### config.mk
export PLATFORM = sky130hd
export DESIGN_NAME = tic_tac_toe_input_ctrl
export DESIGN_NICKNAME = d
export VERILOG_FILES = /design/src/rtl/tic_tac_toe_input_ctrl.sv
export SDC_FILE = /design/constraint.sdc
export NUM_CORES = 1
export LEC_CHECK = 0
export ABC_AREA = 1
export ABC_CLOCK_PERIOD_IN_PS = 3100
export CAP_MARGIN = 25
export CELL_PAD_IN_SITES_DETAIL_PLACEMENT = 1
export CELL_PAD_IN_SITES_GLOBAL_PLACEMENT = 2
export CORE_MARGIN = 2
export CORE_UTILIZATION = 30
export CTS_CLUSTER_SIZE = 25
export DETAILED_ROUTE_END_ITERATION = 8
export GPL_TIMING_DRIVEN = 0
export PLACE_DENSITY = 0.86
export SYNTH_ARGS = -nofsm -noshare
export SYNTH_HDL_FRONTEND = slang
export SYNTH_SLANG_ARGS = --single-unit
### constraint.sdc
create_clock -name clk -period 3.1 [get_ports clk]
set_input_delay 0.62 -clock clk [delete_from_list [all_inputs] [get_ports clk]]
set_output_delay 0.62 -clock clk [all_outputs]
set_load 0.05 [all_outputs]
### src/rtl/tic_tac_toe_input_ctrl.sv
// Player-input front end: button debounce, move validation, X/O strobes.
// Optional idle auto-move when MOVE_TIMEOUT_EN is defined.
module tic_tac_toe_input_ctrl #(
    parameter int DEBOUNCE_CYCLES = 250000,
    parameter int SETTLE_MAX      = 4,
    parameter int TIMEOUT_CYCLES  = 500000000
) (
    input  logic        clk,
    input  logic        rst,
    input  logic        btn_confirm,
    input  logic [3:0]  sw_position,
    input  logic [17:0] board,
    input  logic [1:0]  who,
    output logic        playX,
    output logic        playO,
    output logic [3:0]  playerX_position,
    output logic [3:0]  playerO_position,
    output logic        turn,
    output logic        move_err,
    output logic        auto_move,
    output logic        game_over
);

    localparam int CW = $clog2(DEBOUNCE_CYCLES);
    localparam logic [CW-1:0] DB_LAST = CW'(DEBOUNCE_CYCLES - 1);
    localparam int SW = $clog2(SETTLE_MAX + 1);
    localparam logic [SW-1:0] ST_LAST = SW'(SETTLE_MAX - 1);

    typedef enum logic [1:0] {
        S_WAIT,
        S_ISSUE,
        S_SETTLE,
        S_DONE
    } state_t;

    state_t state, state_nx;

    logic          sync1, sync2, level, level_d;
    logic [CW-1:0] db_cnt;
    logic          press;
    logic [31:0]   board_ext;
    logic [1:0]    sel_cell, iss_cell;
    logic          board_full, end_cond, move_ok, cell_set;
    logic [3:0]    pos_q;
    logic [SW-1:0] settle_cnt;
    logic          play_x_d, play_o_d, err_d;
    logic          tmo_fire;
    logic [3:0]    free_pos;

    always_ff @(posedge clk) begin
        if (!rst) begin
            sync1   <= 1'b0;
            sync2   <= 1'b0;
            level   <= 1'b0;
            level_d <= 1'b0;
            db_cnt  <= '0;
        end else begin
            sync1   <= btn_confirm;
            sync2   <= sync1;
            level_d <= level;
            if (sync2 == level)
                db_cnt <= '0;
            else if (db_cnt == DB_LAST) begin
                level  <= sync2;
                db_cnt <= '0;
            end else
                db_cnt <= db_cnt + 1'b1;
        end
    end

    assign press = level & ~level_d;

    // padded so codes 9..15 index harmless zero bits
    assign board_ext = {14'd0, board};
    assign sel_cell  = board_ext[{sw_position, 1'b0} +: 2];
    assign iss_cell  = board_ext[{pos_q, 1'b0} +: 2];

    always_comb begin
        board_full = 1'b1;
        for (int i = 0; i < 9; i++)
            if (board[2*i +: 2] == 2'b00)
                board_full = 1'b0;
    end

    assign end_cond = (who != 2'b00) | board_full;
    assign move_ok  = (sw_position < 4'd9) && (sel_cell == 2'b00);
    assign cell_set = (iss_cell != 2'b00);

`ifdef MOVE_TIMEOUT_EN
    localparam int TW = $clog2(TIMEOUT_CYCLES);
    localparam logic [TW-1:0] TMO_LAST = TW'(TIMEOUT_CYCLES - 1);

    logic [TW-1:0] tmo_cnt;
    logic          auto_q, auto_move_q;

    always_ff @(posedge clk) begin
        if (!rst || state != S_WAIT)
            tmo_cnt <= '0;
        else
            tmo_cnt <= tmo_cnt + 1'b1;
    end

    always_comb begin
        free_pos = 4'd0;
        for (int i = 8; i >= 0; i--)
            if (board[2*i +: 2] == 2'b00)
                free_pos = 4'(i);
    end

    assign tmo_fire = (state == S_WAIT) && (tmo_cnt == TMO_LAST)
                      && !press && !end_cond;

    always_ff @(posedge clk) begin
        if (!rst) begin
            auto_q      <= 1'b0;
            auto_move_q <= 1'b0;
        end else begin
            if (state == S_WAIT)
                auto_q <= tmo_fire;
            auto_move_q <= (state == S_ISSUE) && auto_q;
        end
    end

    assign auto_move = auto_move_q;
`else
    assign tmo_fire  = 1'b0;
    assign free_pos  = 4'd0;
    // constant false; the timeout length only matters when the feature is built
    assign auto_move = (TIMEOUT_CYCLES < 0);
`endif

    always_comb begin
        state_nx = state;
        unique case (state)
            S_WAIT: begin
                if (end_cond)
                    state_nx = S_DONE;
                else if (press) begin
                    if (move_ok)
                        state_nx = S_ISSUE;
                end else if (tmo_fire)
                    state_nx = S_ISSUE;
            end
            S_ISSUE:
                state_nx = S_SETTLE;
            S_SETTLE: begin
                if (cell_set)
                    state_nx = end_cond ? S_DONE : S_WAIT;
                else if (settle_cnt == ST_LAST)
                    state_nx = S_WAIT;
            end
            S_DONE:
                state_nx = S_DONE;
        endcase
    end

    always_comb begin
        play_x_d  = (state == S_ISSUE) && !turn;
        play_o_d  = (state == S_ISSUE) && turn;
        err_d     = ((state == S_WAIT) && !end_cond && press && !move_ok)
                  || ((state == S_SETTLE) && !cell_set
                      && (settle_cnt == ST_LAST));
        game_over = (state == S_DONE);
    end

    always_ff @(posedge clk) begin
        if (!rst) begin
            state            <= S_WAIT;
            turn             <= 1'b0;
            pos_q            <= 4'd0;
            settle_cnt       <= '0;
            playX            <= 1'b0;
            playO            <= 1'b0;
            move_err         <= 1'b0;
            playerX_position <= 4'd0;
            playerO_position <= 4'd0;
        end else begin
            state    <= state_nx;
            playX    <= play_x_d;
            playO    <= play_o_d;
            move_err <= err_d;
            if (state == S_WAIT && state_nx == S_ISSUE)
                pos_q <= press ? sw_position : free_pos;
            if (play_x_d)
                playerX_position <= pos_q;
            if (play_o_d)
                playerO_position <= pos_q;
            settle_cnt <= (state == S_SETTLE) ? settle_cnt + 1'b1 : '0;
            if (state == S_SETTLE && cell_set)
                turn <= ~turn;
        end
    end

endmodule

Word level (Yosys, flattened, before mapping) --
Cells that the tools add are included.
Storage, ports and cells: register bits 43, bits of input ports 27, output and inout port bits 14, logic and storage cells 80
Cells by class: add/subtract/negate cells 2, magnitude comparators 1, eq/ne operators 7, shift-type cells 2, multiplexer cells 17, bitwise operators 6, reductions and logical operators 31
Operators with widths (count):
- $shiftx A32 B6 Y2 | 2
- $logic_not A2 Y1 | 11
- $add A18 B1 Y18 const B | 1
- $eq A18 B18 Y1 const B | 1
- $mux W2 | 6
- $logic_and A1 B1 Y1 | 10
- $mux W1 | 9
- $pmux W2 S4 | 1
- $eq A2 B1 Y1 const B | 2
- $eq A2 B2 Y1 const B | 2
- $logic_not A1 Y1 | 4
- $lt A4 B4 Y1 const B | 1
- $mux W4 | 1
- $not A1 Y1 | 4
- $reduce_and A2 Y1 | 2
- $reduce_bool A2 Y1 | 2
- $add A3 B1 Y3 const B | 1
- $eq A3 B2 Y1 const B | 1
- $reduce_or A3 Y1 | 1
- $and A1 B1 Y1 | 1
- $eq A1 B1 Y1 | 1
- $logic_or A1 B1 Y1 | 1
- $or A1 B1 Y1 | 1

Longest topological paths before layout --
Gate-level depths: netlist of run 1.
word-level depth 16, gate-level depth with buffers 13, mapped depth without buffers 12

Worst setup path before layout of run 1 --
No wires, ideal clock.
path type input -> register, from in board[17], to reg state[0], library setup time 0.110 ns, arrival 1.561 ns, setup slack 1.429 ns, stages 9, cell sequence or2_1 nand2_1 nor2_1 a21oi_2 nand3_1 nand3_1 nand3_1 nand2_1 inv_1
On the way: longest elaborated chain between the ends 7
RTL lines:
- from (decl) | line 12 | input logic [17:0] board,
- $shiftx A32 B6 Y2 | line 75 | assign sel_cell = board_ext[{sw_position, 1'b0} +: 2];
- $logic_not A2 Y1 | line 86 | assign move_ok = (sw_position < 4'd9) && (sel_cell == 2'b00);
- $logic_and A1 B1 Y1 | line 86
- $mux W2 | line 139 | if (move_ok)
- $mux W2 | line 138 | else if (press) begin
- $mux W2 | line 136 | if (end_cond)
- $pmux W2 S4 (*) | line 134 | unique case (state)
- to (signal assigned) | line 178 | state <= state_nx;
- to (decl) | line 36 | state_t state, state_nx;
Every way passes the cells marked *; elsewhere a longest branch is shown, timed or not. A chain may end at the register's enable or synchronous reset.

Worst setup path after layout of run 1 --
from reg state[0], to out game_over
On the way: longest elaborated chain between the ends 1
RTL lines:
- $eq A2 B2 Y1 | line 163 | game_over = (state == S_DONE);
- to (decl) | line 21 | output logic game_over
No other way between the ends.

==> impl_summary.txt, run 1 <==
----------------------------------------------------
[Synthesis]
  Count of state elements after synthesis ... 43
  Yosys warning total ... 0
  Post-Synthesis Net Count ... ~350
  Area of the mapped netlist ... around 2200 sq um
  Number of standard cells after synthesis ... 318
  Proportion of synthesized chip area in sequential cells ... 39.0%
  Post-synthesis average cell area ... 6.94 sq um
  Synth cell types ... 36

[Critical path]
  Reg2reg end ... db_cnt[11]$_SDFF_PP0_
  Arrival @ worst endpoint ... 1.74 ns
  Data required time of the critical path ... around 2.5 ns
  Startpoint type of the worst setup path ... register
  Worst reg2reg path depth ... 10
  Start-to-end type of the worst setup path ... register to primary output
  Worst path slowest cell ... clkdlybuf4s50_1
  Critical path endpoint category ... primary output
  Cell chain of the critical path ... nand2_1 -> inv_1 -> clkdlybuf4s50_1
  Reg2reg setup slack ... roughly 1.3 ns
  Startpoint of the worst-slack reg-to-reg timing path ... db_cnt[0]$_SDFF_PP0_
  Worst stage delay on the critical path ... between 0.7 and 0.8 ns
  Maximum net fanout on the critical path ... 7

[GRT]
  Total congestion overflow ... 0
  Number of global-route vias before repair ... between 2,000 and 2,500
  Largest net degree at the start of global routing ... 16
  Wire length of the first global-routing pass ... ~9700 um
  Antenna violations before repair ... 0
  Global-route usage over all layers ... roughly 15%

[Floorplanning]
  Row count ... 31
  Core area ... 7180 sq um
  I/O pin count ... roughly 40
  Die boundary height ... approximately 90 um
  Overall die width ... roughly 90 um
  Total Die Area ... around 8100 sq um
  Starting Density ... about 30%

[Placement]
  Pre-CTS WS ... just under 0.8 ns
  Port buffer count ... 39
  Total placed cells including tap cells ... 456
  Final HPWL from detailed placement ... roughly 4400 um
  GP Congestion ... approximately 0.8

[STA]
  Final period util ... 76.0%
  Setup clock skew after layout ... approximately 0.011 ns
  Total negative slack ... 0 ns
  Worst setup slack after layout ... between 0.7 and 0.8 ns
  Highest clock rate ... roughly 420 MHz
  Transition time of the tightest slew-check pin ... 0.508 ns
  Post-layout min period ... roughly 2.4 ns
  Worst slew margin relative to its limit ... approximately two thirds
  Setup violation total in the final timing report ... 0
  Final Hold Vio Count ... 0
  Setup repair after global routing missed its margin ... no
  Number of pins with negative max-slew slack in the final report ... 0

[Run]
  Max-cap viol count ... 0

[Hold path]
  Hold Path End ... sync2$_SDFF_PN0_
  Class of the most critical hold timing path ... register to register
  Hold Path Stages ... 2
  Launch point of the worst hold path ... sync1$_SDFF_PN0_

[Layout]
  Area overhead of the layout relative to synthesis ... 27.6%
  Final core area utilization ... about two fifths
  Proportion of layout cells with a drive suffix above 1 ... 9.86%
  Total number of nets in the final design ... approximately 400
  Final instance count without filler cells ... between 400 and 500
  Final antenna diode count ... 0
  Fillcell total ... roughly 920
  Most used cells in the layout excluding fill and tap cells ... inv_1, nand2_1, dfxtp_1, nor2_1, clkdlybuf4s50_1
  Commonest non-fill, non-tap cell in the layout ... inv_1

[CTS]
  Maximum root-to-sink buffer count ... 2
  TritonCTS Buffers ... 5
  Clock root cell ... clkbuf_8
  Post-CTS Resized ... 0
  TritonCTS clock tree ... yes
  H-tree lvl count ... 2
  Clock input transition at the sequential cells of the worst setup and hold paths ... 0.08 ns
  Post-CTS setup buffer count ... 0
  Number of buffers inserted for hold repair after clock tree synthesis ... 0
  Clock latency of the later-clocked register in the worst-skew pair ... around 0.3 ns
  Total clock sinks ... 43

[Detailed routing]
  Routed length per instance ... around 12 um
  Average via count per standard cell ... around 4.5
  Total iterations of the first detailed-routing run ... 4
  DRC violation count after routing ... 0
  Number of violations reported at the end of detailed-routing iteration 0 ... 57
  Residual antenna-violating net count after detailed routing ... 0
  Vias after detailed routing ... between 2,000 and 2,500
  Aggregate routed wire length ... roughly 5500 um

[Power and ir drop]
  Peak ir drop on the vdd network ... roughly 0.26 mV
  Total power density per cell area ... between 400 and 500 nW/um^2
  P_leak ... roughly 1.2 nW
  Total power ... 0.00116 W

[Status]
  Status ... finished clean

----------------------------------------------------
## worst max path at each step
stage	start	endpoint	slack, ns	depth (start not counted)
floorplan	board[17]	state[0]$_SDFF_PN0_	1.43	9
global placement	sw_position[0]	pos_q[3]$_SDFFE_PN0P_	0.84	10
detailed placement	sw_position[0]	pos_q[1]$_SDFFE_PN0P_	0.79	11
CTS	state[0]$_SDFF_PN0_	game_over	0.71	3
global route	state[0]$_SDFF_PN0_	game_over	0.64	3
finish	state[0]$_SDFF_PN0_	game_over	0.74	3
## through the flow
step,hold WS (ns),instance area (sq um)
floorplan,0.390,2210
global placement,0.393,2720
finish,0.428,2810
detailed placement,0.412,2720
CTS,0.433,2810
global route,0.472,2810
## layer usage
layer	vias up	GRT usage (%)	wire length (um)
met5	-	0	0
met4	0	4.23	70
met3	7	3.69	175
met2	27	25.8	2680
met1	962	17.7	2540
li1	1084	-	-
## flip-flops by register name, indices dropped and copies added (netlist names)
register          count
db_cnt               18
playerO_position      4
playerX_position      4
pos_q                 4
settle_cnt            3
state                 2
level                 1
level_d               1
move_err              1
playO                 1
playX                 1
sync1                 1
sync2                 1
turn                  1
## Yosys cell counts, drive strengths merged
cell type,count,area (sq um)
a21boi,1,7.51
a21o,1,7.51
a21oi,20,104
and2,1,6.26
and3,2,12.5
buf,3,20.0
clkbuf,2,7.51
conb,1,3.75
dfxtp,43,861
ha,3,37.5
inv,67,251
nand2,54,205
nand3,25,150
nand4,6,67.6
nor2,47,196
nor3,7,57.6
nor4,3,18.8
o211ai,1,7.51
o21a,1,7.51
o21ai,20,100
o21bai,1,7.51
o22ai,1,6.26
or2,3,18.8
xnor2,1,8.76
xor2,4,35.0
## power by group
| part | leakage [nW] | switching [W] | internal, W | total, W |
|---|---|---|---|---|
| clock network | 0.0443 | 0.000215 | 0.000161 | 0.000377 |
| registers | 0.348 | 0.0000139 | 0.000570 | 0.000584 |
| logic | 0.825 | 0.000122 | 0.0000800 | 0.000202 |
## worst max-delay path: cells and delay by family (launching register included)
kind,cells,cell delay [ns]
simple gates,1,0.12
flops,1,0.47
buf+inv,2,0.85
## kinds of logic after synthesis
family          Yosys count  synth area share (%)
compound gates           46                  11.2
xor+xnor                  5                  1.99
other cells               1                 0.170
simple gates            148                  33.2
fa+ha+maj                 3                  1.70
flops                    43                  39.0
buf+inv                  72                  12.6
## final cells by class
type                    count  area, sq um  area share, %
flip-flops and latches     43          861           30.6
inverters                  67          251           8.94
plain buffers               5         27.5          0.978
well taps                  99          124           4.40
repair buffers             39          390           13.9
clock buffers               5         68.8           2.45
clock inverters             3         25.0          0.889
multi-input cells         203         1070           37.9
(Power assumes the default switching activity.)
==> inputs of run 2 (changes only) <==
--- a/config.mk
+++ b/config.mk
@@ -6,16 +6,16 @@
 export NUM_CORES = 1
 export LEC_CHECK = 0
 export ABC_AREA = 1
-export ABC_CLOCK_PERIOD_IN_PS = 3100
+export ABC_CLOCK_PERIOD_IN_PS = 2400
 export CAP_MARGIN = 25
 export CELL_PAD_IN_SITES_DETAIL_PLACEMENT = 1
 export CELL_PAD_IN_SITES_GLOBAL_PLACEMENT = 2
 export CORE_MARGIN = 2
-export CORE_UTILIZATION = 30
+export CORE_UTILIZATION = 28
 export CTS_CLUSTER_SIZE = 25
 export DETAILED_ROUTE_END_ITERATION = 8
 export GPL_TIMING_DRIVEN = 0
-export PLACE_DENSITY = 0.86
+export PLACE_DENSITY = 0.81
 export SYNTH_ARGS = -nofsm -noshare
 export SYNTH_HDL_FRONTEND = slang
 export SYNTH_SLANG_ARGS = --single-unit
==> constraint.sdc (replaced) <==
create_clock -name clk -period 2.4 [get_ports clk]
set_input_delay 0.48 -clock clk [delete_from_list [all_inputs] [get_ports clk]]
set_output_delay 0.48 -clock clk [all_outputs]
set_load 0.05 [all_outputs]
==> run 2 against run 1 <==
Effect of this change: wire length is 2.2% lower; first-iteration DRC count is 19% lower; critical path type unchanged; register-to-register slack worse by 0.66 ns; final cell count is 0.65% higher; sequential share of layout area is 0.055 points higher; combinational power is 28% higher; count of clock-buffer cells in the layout is 1 higher; total power is 26% higher; utilization is 2.7 points lower; critical path depth stayed put; sequential power is 29% higher; final area is 0.18% lower.
==> impl_summary.txt, run 2 (synthesized netlist as in run 1, its figures left out) <==
----------------------------------------------------
[Status]
  Status ... finished clean

[STA]
  Post-layout min period ... 2.22 ns
  Setup clock skew after layout ... 0.00514 ns
  Final period util ... around 90%
  Transition time of the tightest slew-check pin ... 0.509 ns
  Setup repair after global routing missed its margin ... no
  Setup violation total in the final timing report ... 0
  Highest clock rate ... roughly 450 MHz
  Final Hold Vio Count ... 0
  Total negative slack ... 0 ns
  Worst slew margin relative to its limit ... between 60 and 70%
  Number of pins with negative max-slew slack in the final report ... 0

[Placement]
  GP Congestion ... between 0.7 and 0.8
  Final HPWL from detailed placement ... about 4300 um
  Port buffer count ... 39
  Total placed cells including tap cells ... roughly 460

[Detailed routing]
  Metal3 WL ... 123 um
  Total iterations of the first detailed-routing run ... 4
  Aggregate routed wire length ... around 5300 um
  Average via count per standard cell ... 4.37
  Highest routed metal layer ... met4
  DRC violation count after routing ... 0
  Routed length per instance ... between 10 and 15 um
  Vias after detailed routing ... 2,041
  Residual antenna-violating net count after detailed routing ... 0
  Total length of routed met2 wires ... 2590 um
  Wl on met1 ... approximately 2600 um
  Number of violations reported at the end of detailed-routing iteration 0 ... 46

[CTS]
  Number of buffers inserted for hold repair after clock tree synthesis ... 0
  TritonCTS Buffers ... 5
  Clock input transition at the sequential cells of the worst setup and hold paths ... 0.08 ns
  Clock root cell ... clkbuf_8
  Post-CTS Resized ... 0
  Post-CTS setup buffer count ... 0
  Clock latency of the later-clocked register in the worst-skew pair ... 0.29 ns
  H-tree lvl count ... 2
  Maximum root-to-sink buffer count ... 2
  Total clock sinks ... 43
  TritonCTS clock tree ... yes

[Layout]
  Final core area utilization ... between 30% and 40%
  Proportion of layout cells with a drive suffix above 1 ... 9.59%
  Commonest non-fill, non-tap cell in the layout ... inv_1
  Area overhead of the layout relative to synthesis ... 27.3%
  Final antenna diode count ... 0
  Flip-flop count of the largest register, all copies and words added ... 18
  Most used cells in the layout excluding fill and tap cells ... inv_1, nand2_1, dfxtp_1, nor2_1, clkdlybuf4s50_1
  Final instance count without filler cells ... roughly 470
  Fillcell total ... about 980
  Total number of nets in the final design ... approximately 390
  Largest register by flop count ... db_cnt

[Critical path]
  Number of buffer and inverter instances along the worst setup path ... 2
  Kind of cell adding the most delay to the critical path ... buffers and inverters
  Critical path endpoint category ... primary output
  Maximum net fanout on the critical path ... 7
  Data required time of the critical path ... 1.92 ns
  Start-to-end type of the worst setup path ... register to primary output
  Worst stage delay on the critical path ... approximately 0.80 ns
  Arrival @ worst endpoint ... ~1.7 ns
  Startpoint type of the worst setup path ... register
  Worst path slowest cell ... clkdlybuf4s50_1
  Cell chain of the critical path ... nand2_1 -> inv_1 -> clkdlybuf4s50_1

[GRT]
  Wire length of the first global-routing pass ... between 9000 and 10,000 um
  Antenna violations before repair ... 0
  Largest net degree at the start of global routing ... 14
  Number of global-route vias before repair ... between 2,000 and 2,500
  Global-route usage over all layers ... 13.6%
  Total congestion overflow ... 0

[Floorplanning]
  I/O pin count ... 41
  Core area ... approximately 7700 sq um
  Starting Density ... between 20 and 30%
  Total Die Area ... about 8600 sq um
  Row count ... 32
  Die boundary height ... 92.8 um
  Overall die width ... around 93 um

[Hold path]
  Class of the most critical hold timing path ... register to register

[Power and ir drop]
  Total power density per cell area ... 523 nW/um^2
  P_leak ... 1.21 nW
  Peak ir drop on the vdd network ... around 0.23 mV

[Run]
  Max-cap viol count ... 0

----------------------------------------------------
## run 2: final cells by class
type	count	area (sq um)	area share (%)
Multi-Input combinational cell	203	1070	38.0
Sequential cell	43	861	30.6
Timing Repair Buffer	39	390	13.9
Inverter	67	251	8.95
Tap cell	102	128	4.54
Clock buffer	6	72.6	2.58
Buffer	5	27.5	0.980
Clock inverter	2	12.5	0.445
## run 2: through the flow
| stage | area [sq um] | hold slack [ns] | power, W | setup slack (ns) |
|---|---|---|---|---|
| 5_1_grt | 2810 | 0.457 | 0.00154 | 0.0893 |
| 6_report | 2810 | 0.424 | 0.00147 | 0.175 |
| 4_1_cts | 2810 | 0.428 | 0.00150 | 0.150 |
| 3_5_place_dp | 2720 | 0.409 | 0.00103 | 0.204 |
| 2_1_floorplan | 2210 | 0.390 | 0.000926 | 0.869 |
| 3_3_place_gp | 2720 | 0.399 | 0.00103 | 0.232 |
## run 2: per-layer routing
| layer | up-vias | track usage, % |
|---|---|---|
| li1 | 1079 | - |
| met1 | 934 | 17.3 |
| met2 | 23 | 23.5 |
| met3 | 5 | 2.69 |
| met4 | 0 | 3.31 |
| met5 | - | 0 |
## run 2: worst paths after layout
path                         from               endpoint  slack (ns)  cells past startpoint
max reg2reg  db_cnt[0]$_SDFF_PP0_  db_cnt[11]$_SDFF_PP0_        0.62                     10
min reg2reg      sync1$_SDFF_PN0_       sync2$_SDFF_PN0_        0.42                      2
max           state[0]$_SDFF_PN0_              game_over        0.18                      3
min              sync1$_SDFF_PN0_       sync2$_SDFF_PN0_        0.42                      2
## run 2: worst min-delay path: stages (launching register included)
cell     delay, ns
dfxtp_1       0.31
nand2_1       0.05
inv_1         0.04
## run 2: where the power goes
| group | switching, W | internal, W | total, W |
|---|---|---|---|
| Combinational | 0.000156 | 0.000103 | 0.000259 |
| Clock | 0.000253 | 0.000204 | 0.000457 |
| Sequential | 0.0000162 | 0.000737 | 0.000753 |
| Total | 0.000425 | 0.00104 | 0.00147 |
==> inputs of run 3 (changes only) <==
--- a/config.mk
+++ b/config.mk
@@ -10,7 +10,7 @@
 export CAP_MARGIN = 25
 export CELL_PAD_IN_SITES_DETAIL_PLACEMENT = 1
 export CELL_PAD_IN_SITES_GLOBAL_PLACEMENT = 2
-export CORE_MARGIN = 2
+export CORE_MARGIN = 4
 export CORE_UTILIZATION = 28
 export CTS_CLUSTER_SIZE = 25
 export DETAILED_ROUTE_END_ITERATION = 8
==> constraint.sdc (replaced) <==
create_clock -name clk -period 2.4 [get_ports clk]
set_input_delay 0.24 -clock clk [delete_from_list [all_inputs] [get_ports clk]]
set_output_delay 0.24 -clock clk [all_outputs]
set_load 0.05 [all_outputs]
==> run 3 against run 2 <==
Effect of this change: clock power is essentially flat; largest cell class unchanged; first-iteration DRC count up 59%; register-to-register slack got worse by 0.03 ns; global-route usage shrank 1.4 points; sequential cell count unchanged; utilization stayed put; combinational power is essentially flat; count of clock-buffer cells in the layout unchanged; clock skew grew 0.0028 ns; sequential power about the same; total power increased by 0.14%.
==> impl_summary.txt, run 3 (synthesized netlist as in run 1, its figures left out) <==
----------------------------------------------------
[STA]
  Total negative slack ... 0 ns
  Final period util ... between 80% and 90%
  Setup clock skew after layout ... between 0.007 and 0.008 ns
  Highest clock rate ... 504 MHz
  Worst setup slack after layout ... ~0.41 ns
  Setup violation total in the final timing report ... 0
  Transition time of the tightest slew-check pin ... roughly 0.50 ns
  Setup repair after global routing missed its margin ... no
  Number of pins with negative max-slew slack in the final report ... 0
  Final Hold Vio Count ... 0
  Post-layout min period ... approximately 2 ns
  Worst slew margin relative to its limit ... ~66%

[Layout]
  Largest register by flop count ... db_cnt
  Sequential cell area in the final layout ... 861 sq um
  Proportion of layout cells with a drive suffix above 1 ... approximately a tenth
  Total number of nets in the final design ... roughly 400
  Fillcell total ... 1,002
  Area taken by multi-input logic gates ... roughly 1100 sq um
  Commonest non-fill, non-tap cell in the layout ... inv_1
  Most used cells in the layout excluding fill and tap cells ... inv_1, nand2_1, dfxtp_1, nor2_1, clkdlybuf4s50_1
  Area overhead of the layout relative to synthesis ... 27.3%
  Flip-flop count of the largest register, all copies and words added ... 18
  Final antenna diode count ... 0

[Hold path]
  Class of the most critical hold timing path ... register to register
  Hold Path Stages ... 2
  Launch point of the worst hold path ... sync1$_SDFF_PN0_
  Hold Path End ... sync2$_SDFF_PN0_

[Floorplanning]
  Total Die Area ... between 9000 and 10,000 sq um
  Overall die width ... around 97 um
  Die boundary height ... 96.8 um
  Starting Density ... roughly 29%
  I/O pin count ... 41
  Core area ... roughly 7700 sq um
  Row count ... 32

[GRT]
  Antenna violations before repair ... 0
  Largest net degree at the start of global routing ... 14
  Met3 Use GR ... roughly 3.3%
  Met1 track demand over resource ... between 10 and 15%
  Peak-usage layer in the global routing report ... met2
  Wire length of the first global-routing pass ... approximately 9400 um
  Total congestion overflow ... 0
  Number of global-route vias before repair ... around 2,000
  Fraction of met2 tracks used by global routing ... a little over a fifth
  Global-route usage over all layers ... 12.1%

[Critical path]
  Startpoint of the worst-slack reg-to-reg timing path ... db_cnt[0]$_SDFF_PP0_
  Reg2reg setup slack ... about 0.6 ns
  Arrival @ worst endpoint ... roughly 1.8 ns
  Reg2reg end ... db_cnt[11]$_SDFF_PP0_
  Start-to-end type of the worst setup path ... register to primary output
  Startpoint type of the worst setup path ... register
  Critical path endpoint category ... primary output
  Worst reg2reg path depth ... 10
  Maximum net fanout on the critical path ... 7
  Data required time of the critical path ... 2.16 ns

[Detailed routing]
  Residual antenna-violating net count after detailed routing ... 0
  Aggregate routed wire length ... about 5500 um
  Average via count per standard cell ... around 4.4
  Routed length per instance ... 11.7 um
  DRC violation count after routing ... 0
  Total iterations of the first detailed-routing run ... 4
  Number of violations reported at the end of detailed-routing iteration 0 ... 73
  Vias after detailed routing ... ~2,100

[CTS]
  H-tree lvl count ... 2
  TritonCTS clock tree ... yes
  Clock input transition at the sequential cells of the worst setup and hold paths ... about 0.080 ns
  Clock root cell ... clkbuf_8
  Total clock sinks ... 43
  Post-CTS Resized ... 0
  Post-CTS setup buffer count ... 0
  Clock latency of the later-clocked register in the worst-skew pair ... ~0.30 ns
  Maximum root-to-sink buffer count ... 2
  Number of buffers inserted for hold repair after clock tree synthesis ... 0
  TritonCTS Buffers ... 5

[Run]
  Max-cap viol count ... 0

[Placement]
  Final HPWL from detailed placement ... approximately 4400 um
  Port buffer count ... 39
  Pre-CTS WS ... around 0.44 ns
  GP Congestion ... about 0.76

[Power and ir drop]
  P_leak ... around 1.2 nW
  Total power density per cell area ... 524 nW/um^2
  Peak ir drop on the vdd network ... approximately 0.27 mV

[Status]
  Status ... finished clean

----------------------------------------------------
run 3: cell counts in the layout (fill, tap and decap cells not counted):
No cell type changed its count.
run 3: power by group:
part	switching, W	internal (W)
Clock	0.000254	0.000204
Sequential	0.0000166	0.000737
Combinational	0.000156	0.000103
run 3: layout make-up:
class                      count  area share, %
timing repair buffer          39           13.9
clock buffer                   6           2.58
sequential                    43           30.6
clock inverter                 2          0.445
multi-input combinational    203           38.0
buffer                         5          0.980
tap                          102           4.54
inverter                      67           8.95
run 3: worst max path at each step:
stage,start,to
finish,state[0]$_SDFF_PN0_,game_over
global route,state[0]$_SDFF_PN0_,game_over
CTS,state[0]$_SDFF_PN0_,game_over
detailed placement,board[17],state[0]$_SDFF_PN0_
global placement,sw_position[0],pos_q[0]$_SDFFE_PN0P_
floorplan,db_cnt[0]$_SDFF_PP0_,db_cnt[11]$_SDFF_PP0_
run 3: worst max-delay path, cell delays in order, from the launching register on:
cell and delay [ns]:
dfxtp_1 0.46, nand2_1 0.11, inv_1 0.08, clkdlybuf4s50_1 0.80
run 3: per-stage QoR:
stage                     instance area (sq um)  cells  util (%)  hold WS [ns]  total power, W
after global placement                     2720    459      35.4         0.397         0.00103
final                                      2810    467      36.5         0.422         0.00147
after CTS                                  2810    467      36.5         0.431         0.00151
after global routing                       2810    467      36.5         0.451         0.00157
after floorplan                            2210    318         -         0.338        0.000926
after detailed placement                   2720    459      35.4         0.412         0.00103
run 3: layer usage:
metal	routed length (um)	vias to the layer above
met3	124	2
met1	2620	960
li1	-	1082
met2	2700	21
met5	0	-
met4	18	0
